File: config.mk
export PLATFORM = sky130hd
export DESIGN_NAME = me_sad_search_engine
export DESIGN_NICKNAME = d
export VERILOG_FILES = /design/src/rtl/me_sad_search_engine.sv
export SDC_FILE = /design/constraint.sdc
export NUM_CORES = 1
export LEC_CHECK = 0
export ABC_AREA = 1
export CAP_MARGIN = 20
export CORE_MARGIN = 8
export CORE_UTILIZATION = 50
export DETAILED_ROUTE_END_ITERATION = 12
export MAX_ROUTING_LAYER = met4
export PLACE_DENSITY_LB_ADDON = 0.08
export RECOVER_POWER = 100
export SYNTH_ARGS = -nofsm -noshare
export SYNTH_HDL_FRONTEND = slang
export SYNTH_SLANG_ARGS = --single-unit
export TNS_END_PERCENT = 5
File: constraint.sdc
create_clock -name clk -period 4.3 [get_ports clk]
set_input_delay 1.29 -clock clk [delete_from_list [all_inputs] [get_ports clk]]
set_output_delay 1.29 -clock clk [all_outputs]
set_load 0.02 [all_outputs]
File: src/rtl/me_sad_search_engine.sv
`default_nettype none
// ============================================================================
// me_sad_search_engine
// Exhaustive +/-RANGE block-matching search with multi-channel SAD, minimum
// tracking, optional early termination and a stallable vector output.
// Revision: 1.0
// ============================================================================
module me_sad_search_engine #(
  parameter int PIX_W    = 8,
  parameter int CHANNELS = 3,
  parameter int BLK      = 4,
  parameter int RANGE    = 2,
  parameter int ADDR_W   = 14,
  localparam int W       = BLK + 2*RANGE,
  localparam int SAD_W   = PIX_W + $clog2(BLK*BLK*CHANNELS),
  localparam int VEC_W   = $clog2(RANGE+1) + 1
) (
  input  logic                      clk,
  input  logic                      reset_n,
  input  logic                      start,
  input  logic [ADDR_W-1:0]         ref_base,
  input  logic [ADDR_W-1:0]         act_base,
  input  logic                      early_en,
  input  logic [SAD_W-1:0]          early_thresh,
  output logic [ADDR_W-1:0]         rd_addr_ref,
  input  logic [CHANNELS*PIX_W-1:0] rd_data_ref,
  output logic [ADDR_W-1:0]         rd_addr_act,
  input  logic [CHANNELS*PIX_W-1:0] rd_data_act,
  input  logic                      vec_wait,
  output logic                      vec_valid,
  output logic [VEC_W-1:0]          vec_dx,
  output logic [VEC_W-1:0]          vec_dy,
  output logic [SAD_W-1:0]          vec_sad,
  output logic                      busy,
  output logic                      done,
  output logic [2:0]                real_state
);

  localparam int OFF_W = $clog2(2*RANGE+1);
  localparam int RC_W  = (BLK > 1) ? $clog2(BLK) : 1;

  typedef enum logic [2:0] {
    S_IDLE    = 3'd0,
    S_FETCH   = 3'd1,
    S_DRAIN   = 3'd2,
    S_COMPARE = 3'd3,
    S_OUTPUT  = 3'd4
  } state_t;

  state_t              r_state, w_next;
  logic [RC_W-1:0]     r_row, r_col;
  logic [OFF_W-1:0]    r_ox, r_oy;          // offsets biased by +RANGE
  logic [OFF_W-1:0]    r_best_ox, r_best_oy;
  logic [ADDR_W-1:0]   r_ref_base, r_act_base;
  logic [ADDR_W-1:0]   r_rd_addr_ref, r_rd_addr_act;
  logic [SAD_W-1:0]    r_acc, r_min_sad;
  logic                r_acc_en;
  logic [VEC_W-1:0]    r_vec_dx, r_vec_dy;
  logic [SAD_W-1:0]    r_vec_sad;

  logic                w_last_pix, w_last_cand, w_better, w_early, w_take;
  logic                w_vec_valid, w_issue;
  logic [RC_W-1:0]     w_iss_row, w_iss_col;
  logic [OFF_W-1:0]    w_iss_ox, w_iss_oy, w_fin_ox, w_fin_oy;
  logic [ADDR_W-1:0]   w_iss_rbase, w_iss_abase, w_ref_addr, w_act_addr;
  logic [SAD_W-1:0]    w_pix_sad, w_fin_sad;

  function automatic logic [PIX_W-1:0] absdiff(input logic [PIX_W-1:0] a,
                                               input logic [PIX_W-1:0] b);
    return (a >= b) ? (a - b) : (b - a);
  endfunction

  assign w_last_pix  = (r_row == RC_W'(BLK-1)) && (r_col == RC_W'(BLK-1));
  assign w_last_cand = (r_ox == OFF_W'(2*RANGE)) && (r_oy == OFF_W'(2*RANGE));
  assign w_better    = r_acc < r_min_sad;
  assign w_early     = early_en && (r_acc <= early_thresh);
  assign w_take      = w_better || w_early;
  assign w_fin_ox    = w_take ? r_ox  : r_best_ox;
  assign w_fin_oy    = w_take ? r_oy  : r_best_oy;
  assign w_fin_sad   = w_take ? r_acc : r_min_sad;

  always_comb begin
    w_pix_sad = '0;
    for (int k = 0; k < CHANNELS; k++) begin
      w_pix_sad = w_pix_sad + SAD_W'(absdiff(rd_data_act[k*PIX_W +: PIX_W],
                                             rd_data_ref[k*PIX_W +: PIX_W]));
    end
  end

  always_comb begin
    w_next      = r_state;
    w_vec_valid = 1'b0;
    case (r_state)
      S_IDLE:    if (start) w_next = S_FETCH;
      S_FETCH:   if (w_last_pix) w_next = S_DRAIN;
      S_DRAIN:   w_next = S_COMPARE;
      S_COMPARE: w_next = (w_early || w_last_cand) ? S_OUTPUT : S_FETCH;
      S_OUTPUT: begin
        if (!vec_wait) begin
          w_vec_valid = 1'b1;
          w_next      = S_IDLE;
        end
      end
      default:   w_next = S_IDLE;
    endcase
  end

  // Address for the pixel issued in the coming cycle; registered so the RAM sees it then.
  always_comb begin
    w_issue     = 1'b0;
    w_iss_row   = r_row;
    w_iss_col   = r_col;
    w_iss_ox    = r_ox;
    w_iss_oy    = r_oy;
    w_iss_rbase = r_ref_base;
    w_iss_abase = r_act_base;
    case (r_state)
      S_IDLE: begin
        if (start) begin
          w_issue     = 1'b1;
          w_iss_row   = '0;
          w_iss_col   = '0;
          w_iss_ox    = '0;
          w_iss_oy    = '0;
          w_iss_rbase = ref_base;
          w_iss_abase = act_base;
        end
      end
      S_FETCH: begin
        if (!w_last_pix) begin
          w_issue = 1'b1;
          if (r_col == RC_W'(BLK-1)) begin
            w_iss_row = r_row + RC_W'(1);
            w_iss_col = '0;
          end else begin
            w_iss_col = r_col + RC_W'(1);
          end
        end
      end
      S_COMPARE: begin
        if (w_next == S_FETCH) begin
          w_issue   = 1'b1;
          w_iss_row = '0;
          w_iss_col = '0;
          if (r_ox == OFF_W'(2*RANGE)) begin
            w_iss_ox = '0;
            w_iss_oy = r_oy + OFF_W'(1);
          end else begin
            w_iss_ox = r_ox + OFF_W'(1);
          end
        end
      end
      default: ;
    endcase
  end

  assign w_ref_addr = ADDR_W'(32'(w_iss_rbase) + (32'(w_iss_row) + 32'(w_iss_oy)) * 32'(W)
                              + 32'(w_iss_col) + 32'(w_iss_ox));
  assign w_act_addr = ADDR_W'(32'(w_iss_abase) + 32'(w_iss_row) * 32'(BLK) + 32'(w_iss_col));

  always_ff @(posedge clk or negedge reset_n) begin
    if (!reset_n) begin
      r_state       <= S_IDLE;
      r_row         <= '0;
      r_col         <= '0;
      r_ox          <= '0;
      r_oy          <= '0;
      r_best_ox     <= '0;
      r_best_oy     <= '0;
      r_ref_base    <= '0;
      r_act_base    <= '0;
      r_rd_addr_ref <= '0;
      r_rd_addr_act <= '0;
      r_acc         <= '0;
      r_min_sad     <= '1;
      r_acc_en      <= 1'b0;
      r_vec_dx      <= '0;
      r_vec_dy      <= '0;
      r_vec_sad     <= '0;
    end else begin
      r_state  <= w_next;
      r_acc_en <= (r_state == S_FETCH);
      if (w_issue) begin
        r_row         <= w_iss_row;
        r_col         <= w_iss_col;
        r_ox          <= w_iss_ox;
        r_oy          <= w_iss_oy;
        r_ref_base    <= w_iss_rbase;
        r_act_base    <= w_iss_abase;
        r_rd_addr_ref <= w_ref_addr;
        r_rd_addr_act <= w_act_addr;
      end
      if (r_state == S_IDLE && start) begin
        r_min_sad <= '1;
        r_best_ox <= OFF_W'(RANGE);
        r_best_oy <= OFF_W'(RANGE);
      end
      // Clear on candidate entry; RAM data lags the address by one cycle.
      if (w_issue && r_state != S_FETCH) begin
        r_acc <= '0;
      end else if (r_acc_en) begin
        r_acc <= r_acc + w_pix_sad;
      end
      if (r_state == S_COMPARE && w_take) begin
        r_min_sad <= r_acc;
        r_best_ox <= r_ox;
        r_best_oy <= r_oy;
      end
      if (r_state == S_COMPARE && w_next == S_OUTPUT) begin
        r_vec_dx  <= VEC_W'(int'(w_fin_ox) - RANGE);
        r_vec_dy  <= VEC_W'(int'(w_fin_oy) - RANGE);
        r_vec_sad <= w_fin_sad;
      end
    end
  end

  assign rd_addr_ref = r_rd_addr_ref;
  assign rd_addr_act = r_rd_addr_act;
  assign vec_valid   = w_vec_valid;
  assign done        = w_vec_valid;
  assign vec_dx      = r_vec_dx;
  assign vec_dy      = r_vec_dy;
  assign vec_sad     = r_vec_sad;
  assign busy        = (r_state != S_IDLE);
  assign real_state  = r_state;

endmodule
`default_nettype wire
==> flow_metrics.py, run 1 <==
metrics = {
    "logic_synthesis": {
        "synth-compound-area-share": 0.131,
        "yosys-top-cells-count": "318 x nand2_1, 223 x inv_1, 110 x dfrtp_1, 107 x ha_1, 82 x a21oi_1",
        "netlist_area_um2": 9830,
        "yosysTopAreaCellShare": 0.280,
        "synthTopCellsByArea": "dfrtp_1 28%, ha_1 14%, nand2_1 12%, inv_1 8.5%, fa_1 5.5%",
        "synth_seq_cells": 124,
        "post-synth-top-count-cell": "nand2_1",
        "yosys.area_share.simple": 0.203,
        "synth_fp_nets": 1504,
        "synthAdderAreaFrac": 0.191,
        "synth.distinct_cells": 43,
        "synth_top_cell_by_area": "dfrtp_1",
        "yosysSeqAreaShare": 0.318,
        "syn_inst": 1275,
        "ys_warn_count": 0,
        "async_reset_ff_frac": 1.00,
        "synth-edff-count": 0,
        "synthMuxAreaShare": 0.00204,
        "syn_avg_cell_area_um2": 7.71,
        "synth_top_family_by_area": "simple AND/OR/NAND/NOR gates",
        "ys.flop_type": "dfrtp_1",
        "synth_xor_xnor_area_share": 0.0499,
    },
    "clock_network": {
        "htreeDepth": 4,
        "cts.sink_count": 124,
        "clkSlewWorstSetupHoldPaths_ns": 0.06,
        "cts_buffer_depth": 2,
        "numCtsBuffers": 17,
        "clk_latency_ns": 0.43,
        "hold_buffers": 0,
        "cts_tree": "done",
        "root_buffer": "clkbuf_16",
    },
    "layout": {
        "nets": 1882,
        "n_antenna_cell": 0,
        "syn2layout_area_growth_pct": 51.1,
        "final_cells": 1931,
        "drive_above_1_share": 0.309,
    },
    "critical_path": {
        "crit_fanout": 5,
        "worstSetupStartpoint": "rd_data_act[0]",
        "worstPathArrival_ns": 5.15,
        "rr_startpoint": "r_acc[12]$_DFFE_PN0P_",
        "crit_required_ns": 4.65,
        "rrSetupSlack_ns": 0.15,
        "crit_end": "r_acc[11]$_DFFE_PN0P_",
        "worstSetupPathType": "input port to register",
        "critPathLaunchType": "input port",
        "critPathCaptureType": "register",
        "r2r_cells": 27,
        "reg2reg_to": "rd_addr_ref[9]$_DFFE_PN0P_",
    },
    "global_routing": {
        "grt_pass1_vias": 9746,
        "track_usage": 0.239,
        "grt_pass1_wl_mm": 46.0,
        "grt_max_degree": 52,
        "antenna_found_initial": 0,
        "overflow": 0,
    },
    "pwr": {
        "power_frac_clock": 0.116,
        "p_leak_uw": 0.00760,
        "power_density_nw_per_um2": 866,
        "switching_share": 0.446,
        "p_sw_uw": 5720,
        "peakVddDrop_mv": 0.538,
        "pwr-share-comb": 0.724,
        "p_int_uw": 7120,
        "seqPwrFrac": 0.160,
    },
    "floorplan": {
        "num_rows": 51,
        "die-area_um2": 24400,
        "core_um2": 19400,
        "fp.dieH_um": 156,
        "initial_core_util": 0.507,
        "die_w_um": 156,
        "ios": 149,
    },
    "placement": {
        "post-place-ws_ns": -1.47,
        "hpwl_mm": 20.2,
        "gp_congestion": 0.905,
        "io_buffers": 148,
        "place_inst": 1844,
    },
    "detailed_routing": {
        "num_vias": 9779,
        "drt-wirelength-per-cell_um": 14.9,
        "drt-vias-per-instance": 5.06,
        "drtIter0Drc": 467,
        "drt-total-wl_mm": 28.8,
        "drcViolationCount": 0,
        "first_pass_iters": 5,
        "ant_nets": 0,
    },
    "job": {
        "maxCapViolCount": 1,
    },
    "sta": {
        "tightestPinTransition_ns": 2.82,
        "hold_viol_final": 0,
        "slew_violations": 52,
        "layout_setup_ws_ns": -0.494,
        "period_minus_slack_ns": 4.79,
        "rsz0062_at_grt": "true",
        "finalSetupTns_ns": -9.11,
        "clock.fmax_ghz": 0.209,
        "finalClockSkew_ns": 0.0132,
        "max_slew_margin": -0.879,
        "setup_viol": 31,
        "post-route-period-util": 1.11,
    },
    "status": {
        "violations": "max-capacitance violations, max-slew violations, negative setup slack",
        "outcome": "complete, but fails checks",
    },
    "worst_hold_path": {
        "hold_path.class": "register to register",
    },
}
[timing repair]
item | 4_1_cts | 5_1_grt
pin swaps | 110 | 66
setup buffers | 50 | 8
gates cloned | 1 | 0
setup endpoints to repair | 35 | 36
gates resized for setup | 253 | 76
[final cells by class]
cell class              count  area [um2]
clock buffers              18         429
clock inverters            14         185
fillers                  1439        4560
inverters                 232         883
multi-input cells         892        6700
flip-flops and latches    124        3120
well taps                 265         332
repair buffers            386        3200
[critical path: stages]
cell,delay (ns)
buf_8,0.10
inv_6,0.04
ha_4,0.12
inv_2,0.04
fa_2,0.37
inv_2,0.08
o21ai_2,0.08
nand2_2,0.14
nand3_4,0.14
buf_6,0.16
mux2i_4,0.17
fa_1,0.52
inv_2,0.04
fa_1,0.47
ha_2,0.19
fa_2,0.22
nand3_2,0.08
nand2_2,0.08
nand3_2,0.06
o21ai_2,0.16
nand2_2,0.08
a21oi_2,0.16
nand2_1,0.08
xor2_1,0.16
nor2_1,0.12
[flip-flops by register name (all words and copies together) (netlist names), 14 cells and up]
| register | count |
|---|---|
| r_acc | 14 |
| r_act_base | 14 |
| r_min_sad | 14 |
| r_ref_base | 14 |
| rd_addr_act | 14 |
| rd_addr_ref | 14 |
| vec_sad | 14 |
[cells by family after synthesis]
| kind of cell | Yosys count |
|---|---|
| mux | 2 |
| flops | 124 |
| simple gates | 467 |
| xor+xnor | 56 |
| compound gates | 232 |
| buf+inv | 260 |
| fa+ha+maj | 134 |
[cells in the final DEF, fill, tap and decap left out, types with 5 or more instances in the layout]
master           instances
a21oi_1                 70
a21oi_2                 11
buf_2                   12
buf_4                  213
buf_6                   17
clkbuf_1                 7
clkbuf_16               17
clkbuf_2                10
clkdlybuf4s15_1         11
clkdlybuf4s50_1         49
dfrtp_1                110
dfstp_2                 14
dlygate4sd2_1           12
dlygate4sd3_1           52
fa_1                    19
fa_2                     8
ha_1                    65
ha_4                    39
inv_1                  181
inv_2                   47
nand2_1                298
nand2_2                 22
nand2_4                  6
nand3_1                 51
nand3_2                  8
nand3_4                  8
nand4_1                  8
nor2_1                  38
nor2_2                   6
nor2_4                   8
nor3_1                   5
o211ai_1                19
o21ai_0                 52
o21ai_1                 36
o21ai_2                 13
o22ai_1                  6
or2_2                    6
xnor2_1                  7
xnor2_2                  5
xor2_1                  40
[worst min path at each step]
| stage | startpoint | endpoint | slack, ns | cells past startpoint |
|---|---|---|---|---|
| after floorplan | r_act_base[0]$_DFFE_PN0P_ | r_act_base[0]$_DFFE_PN0P_ | 0.44 | 2 |
| final | vec_dy[0]$_DFFE_PN0P_ | vec_dy[0]$_DFFE_PN0P_ | 0.47 | 2 |
| after detailed placement | r_act_base[1]$_DFFE_PN0P_ | r_act_base[1]$_DFFE_PN0P_ | 0.46 | 2 |
| after global placement | r_ref_base[4]$_DFFE_PN0P_ | r_ref_base[4]$_DFFE_PN0P_ | 0.46 | 2 |
| after CTS | r_ref_base[6]$_DFFE_PN0P_ | r_ref_base[6]$_DFFE_PN0P_ | 0.48 | 2 |
| after global routing | vec_sad[13]$_DFFE_PN0P_ | vec_sad[13]$_DFFE_PN0P_ | 0.48 | 2 |
[stage by stage]
stage               instance area, um2  power, uW   util  hold slack (ns)
finish                           14800      12800  0.765            0.467
global route                     14800      13800  0.765            0.484
CTS                              14700      12200  0.756            0.476
detailed placement               13100       9430  0.678            0.460
global placement                 13100       9260  0.678            0.456
floorplan                        10100       6640      -            0.444
[layer usage]
| metal | wire length, um | part of all wire | vias up | track usage |
|---|---|---|---|---|
| met1 | 12200 | 0.42 | 4601 | 0.283 |
| met4 | 657 | 0.023 | 0 | 0.0741 |
| li1 | - | - | 4844 | - |
| met3 | 1420 | 0.049 | 55 | 0.0355 |
| met2 | 14500 | 0.50 | 279 | 0.414 |
| met5 | 0 | 0 | - | - |
[power by group through the flow]
stage	sequential (uW)	combinational, uW	clock (uW)
4_1_cts	2060	8600	1500
3_3_place_gp	2040	7220	0
3_5_place_dp	2050	7370	0
6_report	2060	9300	1490
2_1_floorplan	2260	4380	0
5_1_grt	2120	10200	1560
Note: power is estimated with default switching activity, not from simulation.
==> run 2, diff against run 1 <==
--- a/config.mk
+++ b/config.mk
@@ -7,7 +7,6 @@
 export LEC_CHECK = 0
 export ABC_AREA = 1
 export CAP_MARGIN = 20
-export CORE_MARGIN = 8
 export CORE_UTILIZATION = 50
 export DETAILED_ROUTE_END_ITERATION = 12
 export MAX_ROUTING_LAYER = met4
==> run 2 against run 1 <==
The flow still finishes with violations (max-capacitance violations, max-slew violations, negative setup slack); sequential power is essentially flat; worst hold slack lost 0.0041 ns; clock-buffer cell count is the same; critical path type unchanged; utilization grew 0.26 points; largest cell class unchanged.
==> flow_metrics.py, run 2 (synthesized netlist as in run 1, its figures left out) <==
metrics = {
    "layout": {
        "fin_area_um2": 14600,
        "layout_commonest_cell": "nand2_1",
        "n_antenna_cell": 0,
        "nets": 1866,
        "syn2layout_area_growth_pct": 48.1,
        "layout_common_cells": "301 x nand2_1, 206 x buf_4, 184 x inv_1",
        "final_cells": 1910,
        "drive_above_1_share": 0.295,
    },
    "critical_path": {
        "critPathCaptureType": "register",
        "cp_slowest_cell": "fa_1",
        "crit_fanout": 3,
        "crit_top_cell": "inv_2",
        "critPathLaunchType": "input port",
        "crit_required_ns": 4.64,
        "worstSetupPathType": "input port to register",
        "crit_family": "adder cells",
        "critical-path-max-stage-delay_ns": 0.54,
        "crit_buf_inv": 8,
        "worstPathArrival_ns": 5.23,
    },
    "clock_network": {
        "root_buffer": "clkbuf_16",
        "cts.sink_count": 124,
        "htreeDepth": 4,
        "cts_tree": "done",
        "numCtsBuffers": 17,
        "cts_buffer_depth": 2,
        "clk_latency_ns": 0.43,
        "clkSlewWorstSetupHoldPaths_ns": 0.06,
        "hold_buffers": 0,
    },
    "placement": {
        "gp_congestion": 0.893,
        "hpwl_mm": 19.2,
        "io_buffers": 148,
        "place_inst": 1833,
        "dpl_cell_area_um2": 13100,
    },
    "pwr": {
        "p_leak_uw": 0.00752,
        "peakVddDrop_mv": 0.573,
        "power_density_nw_per_um2": 863,
    },
    "sta": {
        "finalClockSkew_ns": 0.0116,
        "period_minus_slack_ns": 4.89,
        "hold_viol_final": 0,
        "hold_ws_ns": 0.463,
        "rsz0062_at_grt": "true",
        "max_slew_margin": -1.06,
        "slew_violations": 125,
        "tightestPinTransition_ns": 3.09,
        "layout_setup_ws_ns": -0.591,
        "clock.fmax_ghz": 0.204,
        "setup_viol": 31,
        "post-route-period-util": 1.14,
    },
    "floorplan": {
        "ios": 149,
        "initial_core_util": 0.518,
        "num_rows": 50,
        "fp.dieH_um": 142,
        "core_um2": 19000,
        "die_w_um": 142,
        "die-area_um2": 20200,
    },
    "detailed_routing": {
        "first_pass_iters": 5,
        "met1_length_mm": 12.6,
        "num_vias": 9606,
        "dr_wl_met2_mm": 13.3,
        "ant_nets": 0,
        "highest_layer": "met4",
        "drt-vias-per-instance": 5.03,
        "wl_met3_um": 966,
        "drcViolationCount": 0,
        "drt-wirelength-per-cell_um": 14.4,
        "drt-total-wl_mm": 27.5,
        "drtIter0Drc": 483,
    },
    "global_routing": {
        "track_usage": 0.281,
        "antenna_found_initial": 0,
        "grt_pass1_vias": 9260,
        "grt_pass1_wl_mm": 43.7,
        "grt_max_degree": 125,
        "overflow": 0,
    },
    "job": {
        "maxCapViolCount": 1,
    },
    "status": {
        "violations": "max-capacitance violations, max-slew violations, negative setup slack",
        "outcome": "complete, but fails checks",
    },
    "worst_hold_path": {
        "hold_path.class": "register to register",
    },
}
run 2: metrics by stage:
step | TNS, ns | total power, uW | utilization | worst slack (ns)
floorplan | -7.39 | 6640 | - | -0.522
global placement | -34.83 | 9260 | 0.691 | -1.38
detailed placement | -36.93 | 9440 | 0.691 | -1.47
CTS | -6.24 | 11900 | 0.760 | -0.383
global route | -25.33 | 13500 | 0.768 | -0.755
finish | -10.34 | 12600 | 0.768 | -0.591
run 2: routing by layer:
layer | vias up | global-route usage
li1 | 4823 | -
met1 | 4497 | 0.368
met2 | 244 | 0.453
met3 | 42 | 0.0363
met4 | 0 | 0.0894
met5 | - | -
run 2: timing repair:
action / CTS / global route
setup buffers: 29 / 15
pin swaps: 122 / 66
resized for setup: 238 / 58
endpoints found under the hold margin: 0 / 0
setup endpoints to repair: 34 / 35
cloned: 1 / 0
run 2: final cells by class:
cell class / instances / area, um2
flip-flops and latches: 124 / 3120
well taps: 260 / 325
multi-input cells: 892 / 6570
clock buffers: 18 / 439
repair buffers: 370 / 3080
clock inverters: 14 / 136
inverters: 232 / 888
fillers: 1378 / 4400
run 2: worst min-delay path, delay by kind of cell, from the launching register on:
family / cells / cell delay, ns
simple gates: 2 / 0.09
flops: 1 / 0.33
run 2: worst paths after layout:
path / depth (start not counted) / slack (ns) / startpoint / to
worst max-delay path: 25 / -0.59 / rd_data_act[0] / r_acc[11]$_DFFE_PN0P_
worst min-delay path: 2 / 0.46 / vec_dy[0]$_DFFE_PN0P_ / vec_dy[0]$_DFFE_PN0P_
worst max register to register: 28 / 0.12 / r_acc[12]$_DFFE_PN0P_ / rd_addr_ref[11]$_DFFE_PN0P_
worst min register to register: 2 / 0.46 / vec_dy[0]$_DFFE_PN0P_ / vec_dy[0]$_DFFE_PN0P_
max in group asynchronous: 2 / 0.53 / reset_n / rd_addr_ref[4]$_DFFE_PN0P_
min in group asynchronous: 2 / 1.94 / reset_n / vec_sad[12]$_DFFE_PN0P_
run 2: power by group:
group,internal (uW),leakage [uW],switching (uW)
combinational,4370,0.00574,4740
sequential,1750,0.00150,309
clock,821,0.000280,572
total,6940,0.00752,5620
==> run 3, diff against run 2 <==
--- a/config.mk
+++ b/config.mk
@@ -7,6 +7,7 @@
 export LEC_CHECK = 0
 export ABC_AREA = 1
 export CAP_MARGIN = 20
+export CORE_MARGIN = 1
 export CORE_UTILIZATION = 50
 export DETAILED_ROUTE_END_ITERATION = 12
 export MAX_ROUTING_LAYER = met4
==> constraint.sdc (replaced) <==
create_clock -name clk -period 4.3 [get_ports clk]
set_input_delay 0.43 -clock clk [delete_from_list [all_inputs] [get_ports clk]]
set_output_delay 0.43 -clock clk [all_outputs]
set_load 0.02 [all_outputs]
==> run 3 against run 2 <==
The flow finishes with violations (max-capacitance violations, max-slew violations); sequential share of layout area increased by 0.48 points; worst setup slack improved by 0.65 ns; clock-buffer cell count decreased by 1; worst hold slack got worse by 0.0013 ns; global-route usage decreased by 1.5 points; maximum frequency increased by 15%; wire length decreased by 4.1%; critical path depth increased by 6; largest cell class unchanged; largest power group unchanged.
==> flow_metrics.py, run 3 (synthesized netlist as in run 1, its figures left out) <==
metrics = {
    "detailed_routing": {
        "drtIter0Drc": 491,
        "drt-wirelength-per-cell_um": 14.2,
        "num_vias": 9378,
        "met1_length_mm": 12.6,
        "ant_nets": 0,
        "wl_met3_mm": 1.11,
        "first_pass_iters": 7,
        "highest_layer": "met4",
        "dr_wl_met2_mm": 12.2,
        "drcViolationCount": 0,
        "drt-total-wl_mm": 26.4,
        "drt-vias-per-instance": 5.03,
    },
    "critical_path": {
        "worstSetupStartpoint": "early_thresh[8]",
        "worstSetupPathType": "input port to register",
        "cp_slowest_cell": "clkdlybuf4s50_1",
        "crit_top_cell": "nand2_1",
        "critPathCaptureType": "register",
        "rrSetupSlack_ns": 0.17,
        "crit_fanout": 5,
        "crit_required_ns": 4.61,
        "reg2reg_to": "rd_addr_ref[11]$_DFFE_PN0P_",
        "rr_startpoint": "r_acc[13]$_DFFE_PN0P_",
        "critPathLaunchType": "input port",
        "worstPathArrival_ns": 4.55,
        "critical-path-max-stage-delay_ns": 0.47,
        "r2r_cells": 28,
        "crit_end": "rd_addr_ref[11]$_DFFE_PN0P_",
    },
    "clock_network": {
        "cts_tree": "done",
        "clk_latency_ns": 0.42,
        "cts.sink_count": 124,
        "clkSlewWorstSetupHoldPaths_ns": 0.06,
        "cts_buffer_depth": 2,
        "htreeDepth": 4,
        "hold_buffers": 0,
        "root_buffer": "clkbuf_16",
        "numCtsBuffers": 17,
    },
    "placement": {
        "gp_congestion": 0.874,
        "dpl_cell_area_um2": 12700,
        "hpwl_mm": 19.3,
        "io_buffers": 148,
    },
    "floorplan": {
        "die-area_um2": 20200,
        "die_w_um": 142,
        "core_um2": 19000,
        "initial_core_util": 0.518,
        "num_rows": 50,
        "ios": 149,
        "fp.dieH_um": 142,
    },
    "sta": {
        "setup_viol": 0,
        "hold_viol_final": 0,
        "tightestPinTransition_ns": 1.89,
        "slew_violations": 108,
        "clock.fmax_ghz": 0.236,
        "finalClockSkew_ns": 0.0108,
        "period_minus_slack_ns": 4.24,
        "post-route-period-util": 0.985,
        "max_slew_margin": -0.259,
    },
    "layout": {
        "nets": 1820,
        "nFillCells": 1430,
        "fin_area_um2": 14200,
        "syn2layout_area_growth_pct": 44.9,
        "final_util": 0.751,
        "layout_common_cells": "304 x nand2_1, 199 x inv_1, 167 x buf_4",
        "n_antenna_cell": 0,
        "layout_commonest_cell": "nand2_1",
        "drive_above_1_share": 0.243,
    },
    "pwr": {
        "peakVddDrop_mv": 0.590,
        "power_density_nw_per_um2": 834,
        "power_uw": 11900,
        "p_leak_uw": 0.00753,
    },
    "global_routing": {
        "overflow": 0,
        "grt_max_degree": 72,
        "track_usage": 0.266,
        "grt_pass1_wl_mm": 41.4,
        "grt_pass1_vias": 8784,
        "antenna_found_initial": 0,
    },
    "status": {
        "violations": "max-capacitance violations, max-slew violations",
        "outcome": "complete, but fails checks",
    },
    "worst_hold_path": {
        "hold_path.class": "register to register",
    },
    "job": {
        "maxCapViolCount": 2,
    },
}
## run 3: cell types whose count changed in the layout (fill, tap and decap cells not counted), sizes merged
| cell | change |
|---|---|
| bufinv | +1 |
| buf | -55 |
| clkinvlp | +1 |
| dlygate4sd3 | -5 |
| clkdlybuf4s15 | -9 |
| dlymetal6s2s | +31 |
| clkinv | -2 |
| nand3 | -1 |
| clkbuf | -11 |
| dlygate4sd2 | -17 |
| clkdlybuf4s50 | +20 |
## run 3: routing by layer
| layer | vias up | global-route usage |
|---|---|---|
| met5 | - | - |
| met4 | 0 | 0.0707 |
| met3 | 41 | 0.0363 |
| met2 | 260 | 0.413 |
| met1 | 4352 | 0.365 |
| li1 | 4725 | - |
## run 3: power breakdown
group	leakage (uW)	switching [uW]	internal, uW
clock	0.000280	574	863
combinational	0.00575	4460	3930
sequential	0.00150	294	1750
## run 3: how the worst min path moves through the flow
stage	slack, ns	cells past startpoint	end	from
floorplan	0.13	0	r_acc[0]$_DFFE_PN0P_	reset_n
global placement	0.46	2	vec_dx[0]$_DFFE_PN0P_	vec_dx[0]$_DFFE_PN0P_
detailed placement	0.46	2	r_act_base[3]$_DFFE_PN0P_	r_act_base[3]$_DFFE_PN0P_
CTS	0.19	1	vec_sad[8]$_DFFE_PN0P_	reset_n
global route	0.49	2	vec_sad[13]$_DFFE_PN0P_	vec_sad[13]$_DFFE_PN0P_
finish	0.46	2	vec_dx[0]$_DFFE_PN0P_	vec_dx[0]$_DFFE_PN0P_
## run 3: worst max-delay path: cells and delay by family
kind / cells / cell delay (ns)
adders and majority gates: 4 / 1.15
and+or+nand+nor: 15 / 1.12
buffers and inverters: 6 / 0.93
xor gates and xnor gates: 1 / 0.15
AOI/OAI and AO/OA: 5 / 0.75
## run 3: layout make-up
class / count / area, um2 / share of cell area
inverter: 232 / 878 / 0.0617
timing repair buffer: 325 / 2900 / 0.203
multi-input combinational: 891 / 6430 / 0.452
clock buffer: 17 / 425 / 0.0299
tap: 260 / 325 / 0.0229
sequential: 124 / 3120 / 0.219
clock inverter: 14 / 163 / 0.0114
## run 3: what timing repair did
item,in CTS,in global routing
setup buffers,4,15
endpoints found under the hold margin,0,0
pin swaps,10,81
gates resized for setup,35,178
endpoints found under the setup margin,16,19
cloned,0,1
## run 3: stage by stage
step	setup TNS [ns]	setup WS, ns	cells	hold WS, ns
2_1_floorplan	0	0.0969	1275	0.134
3_5_place_dp	-11.12	-0.708	1812	0.461
4_1_cts	-0.0126	-0.0126	1847	0.188
6_report	0	0.0630	1863	0.462
5_1_grt	-0.669	-0.130	1863	0.490
3_3_place_gp	-8.72	-0.565	1812	0.455
